### config.mk
export PLATFORM = sky130hd
export DESIGN_NAME = wake_ctl
export DESIGN_NICKNAME = d
export VERILOG_FILES = /design/src/rtl/wake_ctl.sv
export SDC_FILE = /design/constraint.sdc
export NUM_CORES = 1
export LEC_CHECK = 0
export BUFFER_PORTS_ARGS = -buffer_cell sky130_fd_sc_hd__buf_2
export CORE_UTILIZATION = 54
export CTS_CLUSTER_SIZE = 12
export DETAILED_ROUTE_END_ITERATION = 10
export GPL_TIMING_DRIVEN = 0
export PLACE_DENSITY = 0.74
export SYNTH_ARGS = -nofsm -noshare
export SYNTH_HDL_FRONTEND = slang
export SYNTH_SLANG_ARGS = --single-unit
### constraint.sdc
create_clock -name clk_i -period 2.25 [get_ports clk_i]
set_input_delay 0 -clock clk_i [delete_from_list [all_inputs] [get_ports clk_i]]
set_output_delay 0 -clock clk_i [all_outputs]
set_load 0.01 [all_outputs]
### src/rtl/wake_ctl.sv
// wake_ctl: voice-activity wake controller. Debounces per-channel VAD, opens
// a listen session on the lowest qualified channel, and turns a classifier
// hit into a fixed-length wake pulse followed by a lockout window.
//
// state    | meaning
// ---------+---------------------------------------------------------------
// IDLE     | pipeline off, waiting for any qualified channel
// LISTEN   | pipeline on, session owned by ch_sel_o, hold timer running
// WAKE     | wake_o asserted for WAKE_PULSE_CYC cycles
// COOLDOWN | lockout for COOLDOWN_CYC cycles, VAD ignored
module wake_ctl #(
    parameter int NUM_CH         = 4,
    parameter int DEBOUNCE_CYC   = 4,
    parameter int HOLD_CYC       = 16000000,
    parameter int WAKE_PULSE_CYC = 16,
    parameter int COOLDOWN_CYC   = 1600,
    localparam int CH_W = (NUM_CH > 1) ? $clog2(NUM_CH) : 1
) (
    input  logic              clk_i,
    input  logic              rst_i,
    input  logic [NUM_CH-1:0] vad_i,
    input  logic [NUM_CH-1:0] ch_mask_i,
    input  logic              wake_valid_i,
    input  logic              wake_i,
    output logic              en_o,
    output logic [CH_W-1:0]   ch_sel_o,
    output logic              wake_o,
    output logic [7:0]        wake_count_o
);

    localparam int DEB_W   = $clog2(DEBOUNCE_CYC + 1);
    localparam int HOLD_W  = $clog2(HOLD_CYC + 1);
    localparam int PULSE_W = $clog2(WAKE_PULSE_CYC + 1);
    localparam int COOL_W  = $clog2(COOLDOWN_CYC + 1);

    localparam logic [DEB_W-1:0]   DEB_MAX    = DEB_W'(DEBOUNCE_CYC);
    localparam logic [DEB_W-1:0]   DEB_LAST   = DEB_W'(DEBOUNCE_CYC - 1);
    localparam logic [HOLD_W-1:0]  HOLD_LOAD  = HOLD_W'(HOLD_CYC);
    localparam logic [PULSE_W-1:0] PULSE_LOAD = PULSE_W'(WAKE_PULSE_CYC);
    localparam logic [COOL_W-1:0]  COOL_LOAD  = COOL_W'(COOLDOWN_CYC);

    localparam logic [1:0] ST_IDLE     = 2'd0;
    localparam logic [1:0] ST_LISTEN   = 2'd1;
    localparam logic [1:0] ST_WAKE     = 2'd2;
    localparam logic [1:0] ST_COOLDOWN = 2'd3;

    logic [1:0]         state;
    logic [DEB_W-1:0]   deb_cnt [NUM_CH];
    logic [NUM_CH-1:0]  deb;
    logic [NUM_CH-1:0]  qual;
    logic               qual_any;
    logic               qual_sel;
    logic [CH_W-1:0]    first_sel;
    logic [HOLD_W-1:0]  hold_cnt;
    logic [PULSE_W-1:0] pulse_cnt;
    logic [COOL_W-1:0]  cool_cnt;

    // Per-channel debounce: saturating run-length of high VAD samples.
    always_ff @(posedge clk_i) begin
        if (rst_i) begin
            for (int c = 0; c < NUM_CH; c++) begin
                deb_cnt[c] <= '0;
            end
            deb <= '0;
        end else begin
            for (int c = 0; c < NUM_CH; c++) begin
                if (!vad_i[c]) begin
                    deb_cnt[c] <= '0;
                    deb[c]     <= 1'b0;
                end else if (deb_cnt[c] != DEB_MAX) begin
                    deb_cnt[c] <= deb_cnt[c] + DEB_W'(1);
                    deb[c]     <= (deb_cnt[c] == DEB_LAST);
                end
            end
        end
    end

    assign qual     = deb & ch_mask_i;
    assign qual_any = |qual;
    assign qual_sel = qual[ch_sel_o];

    // Lowest-index qualified channel wins a new session.
    always_comb begin
        first_sel = '0;
        for (int c = NUM_CH - 1; c >= 0; c--) begin
            if (qual[c]) begin
                first_sel = CH_W'(c);
            end
        end
    end

    // Session FSM with its hold/pulse/cooldown down-counters and registered outputs.
    always_ff @(posedge clk_i) begin
        if (rst_i) begin
            state        <= ST_IDLE;
            hold_cnt     <= '0;
            pulse_cnt    <= '0;
            cool_cnt     <= '0;
            en_o         <= 1'b0;
            wake_o       <= 1'b0;
            ch_sel_o     <= '0;
            wake_count_o <= '0;
        end else begin
            case (state)
                ST_IDLE: begin
                    if (qual_any) begin
                        state    <= ST_LISTEN;
                        ch_sel_o <= first_sel;
                        hold_cnt <= HOLD_LOAD;
                        en_o     <= 1'b1;
                    end
                end
                ST_LISTEN: begin
                    // A wake hit takes priority over a hold expiry on the same edge.
                    if (wake_valid_i && wake_i) begin
                        state     <= ST_WAKE;
                        pulse_cnt <= PULSE_LOAD;
                        en_o      <= 1'b0;
                        wake_o    <= 1'b1;
                        if (wake_count_o != 8'hFF) begin
                            wake_count_o <= wake_count_o + 8'd1;
                        end
                    end else if (qual_sel) begin
                        hold_cnt <= HOLD_LOAD;
                    end else if (hold_cnt == '0) begin
                        state <= ST_IDLE;
                        en_o  <= 1'b0;
                    end else begin
                        hold_cnt <= hold_cnt - HOLD_W'(1);
                    end
                end
                ST_WAKE: begin
                    if (pulse_cnt == PULSE_W'(1)) begin
                        state    <= ST_COOLDOWN;
                        cool_cnt <= COOL_LOAD;
                        wake_o   <= 1'b0;
                    end else begin
                        pulse_cnt <= pulse_cnt - PULSE_W'(1);
                    end
                end
                ST_COOLDOWN: begin
                    if (cool_cnt == COOL_W'(1)) begin
                        state <= ST_IDLE;
                    end else begin
                        cool_cnt <= cool_cnt - COOL_W'(1);
                    end
                end
                default: begin
                    state  <= ST_IDLE;
                    en_o   <= 1'b0;
                    wake_o <= 1'b0;
                end
            endcase
        end
    end

endmodule
==> metrics.csv <==
metric,value,unit
status,finished with violations,
violations,setup timing,
dp_cells,526,
first_iter_violations,268,
grt.overflow.total,0,
dieHeight,83.9,um
switching_share,36.0,%
layout.cells.non_filler,547,
p_switching,1.41,mW
end_kind,flip-flop,
slew_violations,0,
cts_htree_levels,3,
synth.most_common_cell,dfxtp_1,
yosysWarnings,0,
cp.required,2.49,ns
ant_nets,0,
synth-main-ff-cell,dfxtp_1,
synth_top_area_cell,dfxtp_1,
first_global_vias,3075,
final_cell_area,4180,um^2
clock_sinks,70,
avgViaCountPerCell,5.85,
critical_path_class,flip-flop to flip-flop,
power_density,936,nW/um^2
grt_max_degree,12,
fmax,427,MHz
fin_nets,496,
area.growth.synth_to_final,15.4,%
drc,0,
grt_setup_unrepaired,true,
firstDrtPassIters,5,
port_buffers,23,
wl,7980,um
dieWidth,83.9,um
relSlewSlack,47.2,%
synthTopCellsByArea,"dfxtp_1, edfxtp_1, ha_1",
worst_setup_path_start_kind,flip-flop,
period_share,104,%
fin_skew,0.00633,ns
sequentialPowerShare,35.6,%
drv_cap,0,
initial_core_util,56.4,%
pwr-share-clk,26.7,%
die_area,7040,um^2
period_minus_slack,2.34,ns
synth.avg_cell_area,8.51,um^2
cts_buffers,9,
final_core_util,65.1,%
hold_path.class,primary input to flip-flop,
postSynth.asyncResetShare,0,%
p_comb_share,37.7,%
placed_area,3830,um^2
synth_cell_types,51,
drive_above_1_share,15.7,%
grt_pass1_wl,13600,um
synth_seq_area_share,42.0,%
clk_pin_slew,0.07,ns
rows,29,
setup_ws,-0.0923,ns
cts_tree,built,
synthesis.nets,457,
tightest_slew,0.785,ns
vias,3198,
dp_hpwl,5570,um
cts_buffer_depth,2,
p_total,3.91,mW
gp_congestion,0.875,
reg2reg_slack,-0.09,ns
num_antenna_cells,0,
syn-cell-area,3620,um^2
yosys_register_bits,70,
hold_viol_final,0,
ios,24,
p_leak,1.69,nW
holdWs,0.0456,ns
track_usage,23.9,%
intPower,2.51,mW
synth_cells,426,
synth.cells.most_frequent,"dfxtp_1, nor2_1, nand2_1, a21oi_1, inv_1",
synth-edff-count,12,
cp_max_fo,6,
grt_antenna_before_repair,0,
wl_per_cell,14.6,um
clk_latency,0.34,ns
coreArea,6420,um^2
irDropWorstVdd,0.448,mV
setup_viol_count_final,16,
arrival,2.58,ns
yosysTopAreaCellShare,32.0,%
root_buffer,clkbuf_8,
## per-layer routing
| metal | track usage, % | vias to the layer above | wire (um) |
|---|---|---|---|
| met5 | 0 | - | 0 |
| met4 | 10.0 | 0 | 131 |
| met3 | 4.35 | 11 | 384 |
| met2 | 39.4 | 90 | 3760 |
| met1 | 30.8 | 1498 | 3700 |
| li1 | - | 1599 | - |
## final timing paths
path / startpoint / endpoint / depth (start not counted)
hold / removal: ch_mask_i[0] / ch_sel_o[1]$_SDFFE_PP0P_ / 3
setup / recovery: hold_cnt[18]$_SDFFE_PP0P_ / hold_cnt[22]$_SDFFE_PP0P_ / 7
hold reg to reg: hold_cnt[21]$_SDFFE_PP0P_ / hold_cnt[21]$_SDFFE_PP0P_ / 1
setup reg to reg: hold_cnt[18]$_SDFFE_PP0P_ / hold_cnt[22]$_SDFFE_PP0P_ / 7
## layout make-up
| class | instances | area (um^2) |
|---|---|---|
| inverter | 28 | 105 |
| sequential | 70 | 1530 |
| clock inverter | 3 | 42.5 |
| fill | 535 | 2240 |
| multi-input combinational | 316 | 2040 |
| clock buffer | 13 | 159 |
| tap | 77 | 96.3 |
| timing repair buffer | 29 | 164 |
| buffer | 11 | 52.6 |
## cell families (layout without fill, tap and decap cells)
logic type | count (synthesis) | in the layout | share of synthesized area (%)
DFF | 70 | 70 | 42.0
muxes | 3 | 3 | 1.21
adders and majority gates | 19 | 19 | 6.56
AOI/OAI and AO/OA | 82 | 82 | 14.2
xor gates and xnor gates | 21 | 21 | 5.08
buffers and inverters | 40 | 84 | 4.39
and+or+nand+nor | 191 | 191 | 26.6
## worst max-delay path: stages (launching register included)
cell and delay (ns):
dfxtp_2 0.35, or4_4 0.55, or4b_4 0.55, nor3_4 0.23, buf_6 0.18, a21oi_2 0.07
o21a_1 0.12, o211a_1 0.20
## placed cells by master (no fill, tap or decap), types with 4 or more instances in the layout
cell type	count
nor3_1	15
buf_4	5
clkbuf_8	11
and2_1	4
nand4_1	5
nor4_2	5
nand3_1	20
buf_2	24
a31oi_1	13
nand4b_1	4
nand2b_1	4
and3_1	8
dfxtp_1	55
inv_1	28
o21ai_0	14
nor2b_1	6
nor2_1	55
or3_1	7
edfxtp_1	12
clkbuf_1	9
nand2_1	41
ha_1	19
xor2_1	10
a21oi_1	29
xnor2_1	11
## power groups by stage
| stage | clock (mW) | combinational, mW | sequential, mW |
|---|---|---|---|
| final | 1.04 | 1.48 | 1.39 |
| after global routing | 1.12 | 1.59 | 1.40 |
| after CTS | 1.05 | 1.39 | 1.39 |
| after detailed placement | 0 | 1.11 | 1.41 |
| after global placement | 0 | 1.09 | 1.41 |
| after floorplan | 0 | 0.855 | 1.40 |
## stage by stage
stage | TNS [ns] | setup slack (ns)
2_1_floorplan | 0 | 0.0143
3_3_place_gp | -3.12 | -0.257
3_5_place_dp | -3.97 | -0.275
4_1_cts | -0.0572 | -0.0378
5_1_grt | -2.64 | -0.156
6_report | -0.425 | -0.0923
## state kept, by name, indices dropped and copies added (netlist names), named ones only
name,flops
ch_sel_o,2
cool_cnt,11
deb,4
deb_cnt,12
en_o,1
hold_cnt,24
pulse_cnt,5
state,1
wake_count_o,8
wake_o,1
## timing repair
item                       CTS  global route
hold endpoints to repair     0             0
hold buffers                 0             0
buffers inserted             4             1
cloned                       1             0
gates resized for setup     15            13
pin swaps                    5             3
setup endpoints to repair   27            33
(Power assumes the default switching activity.)
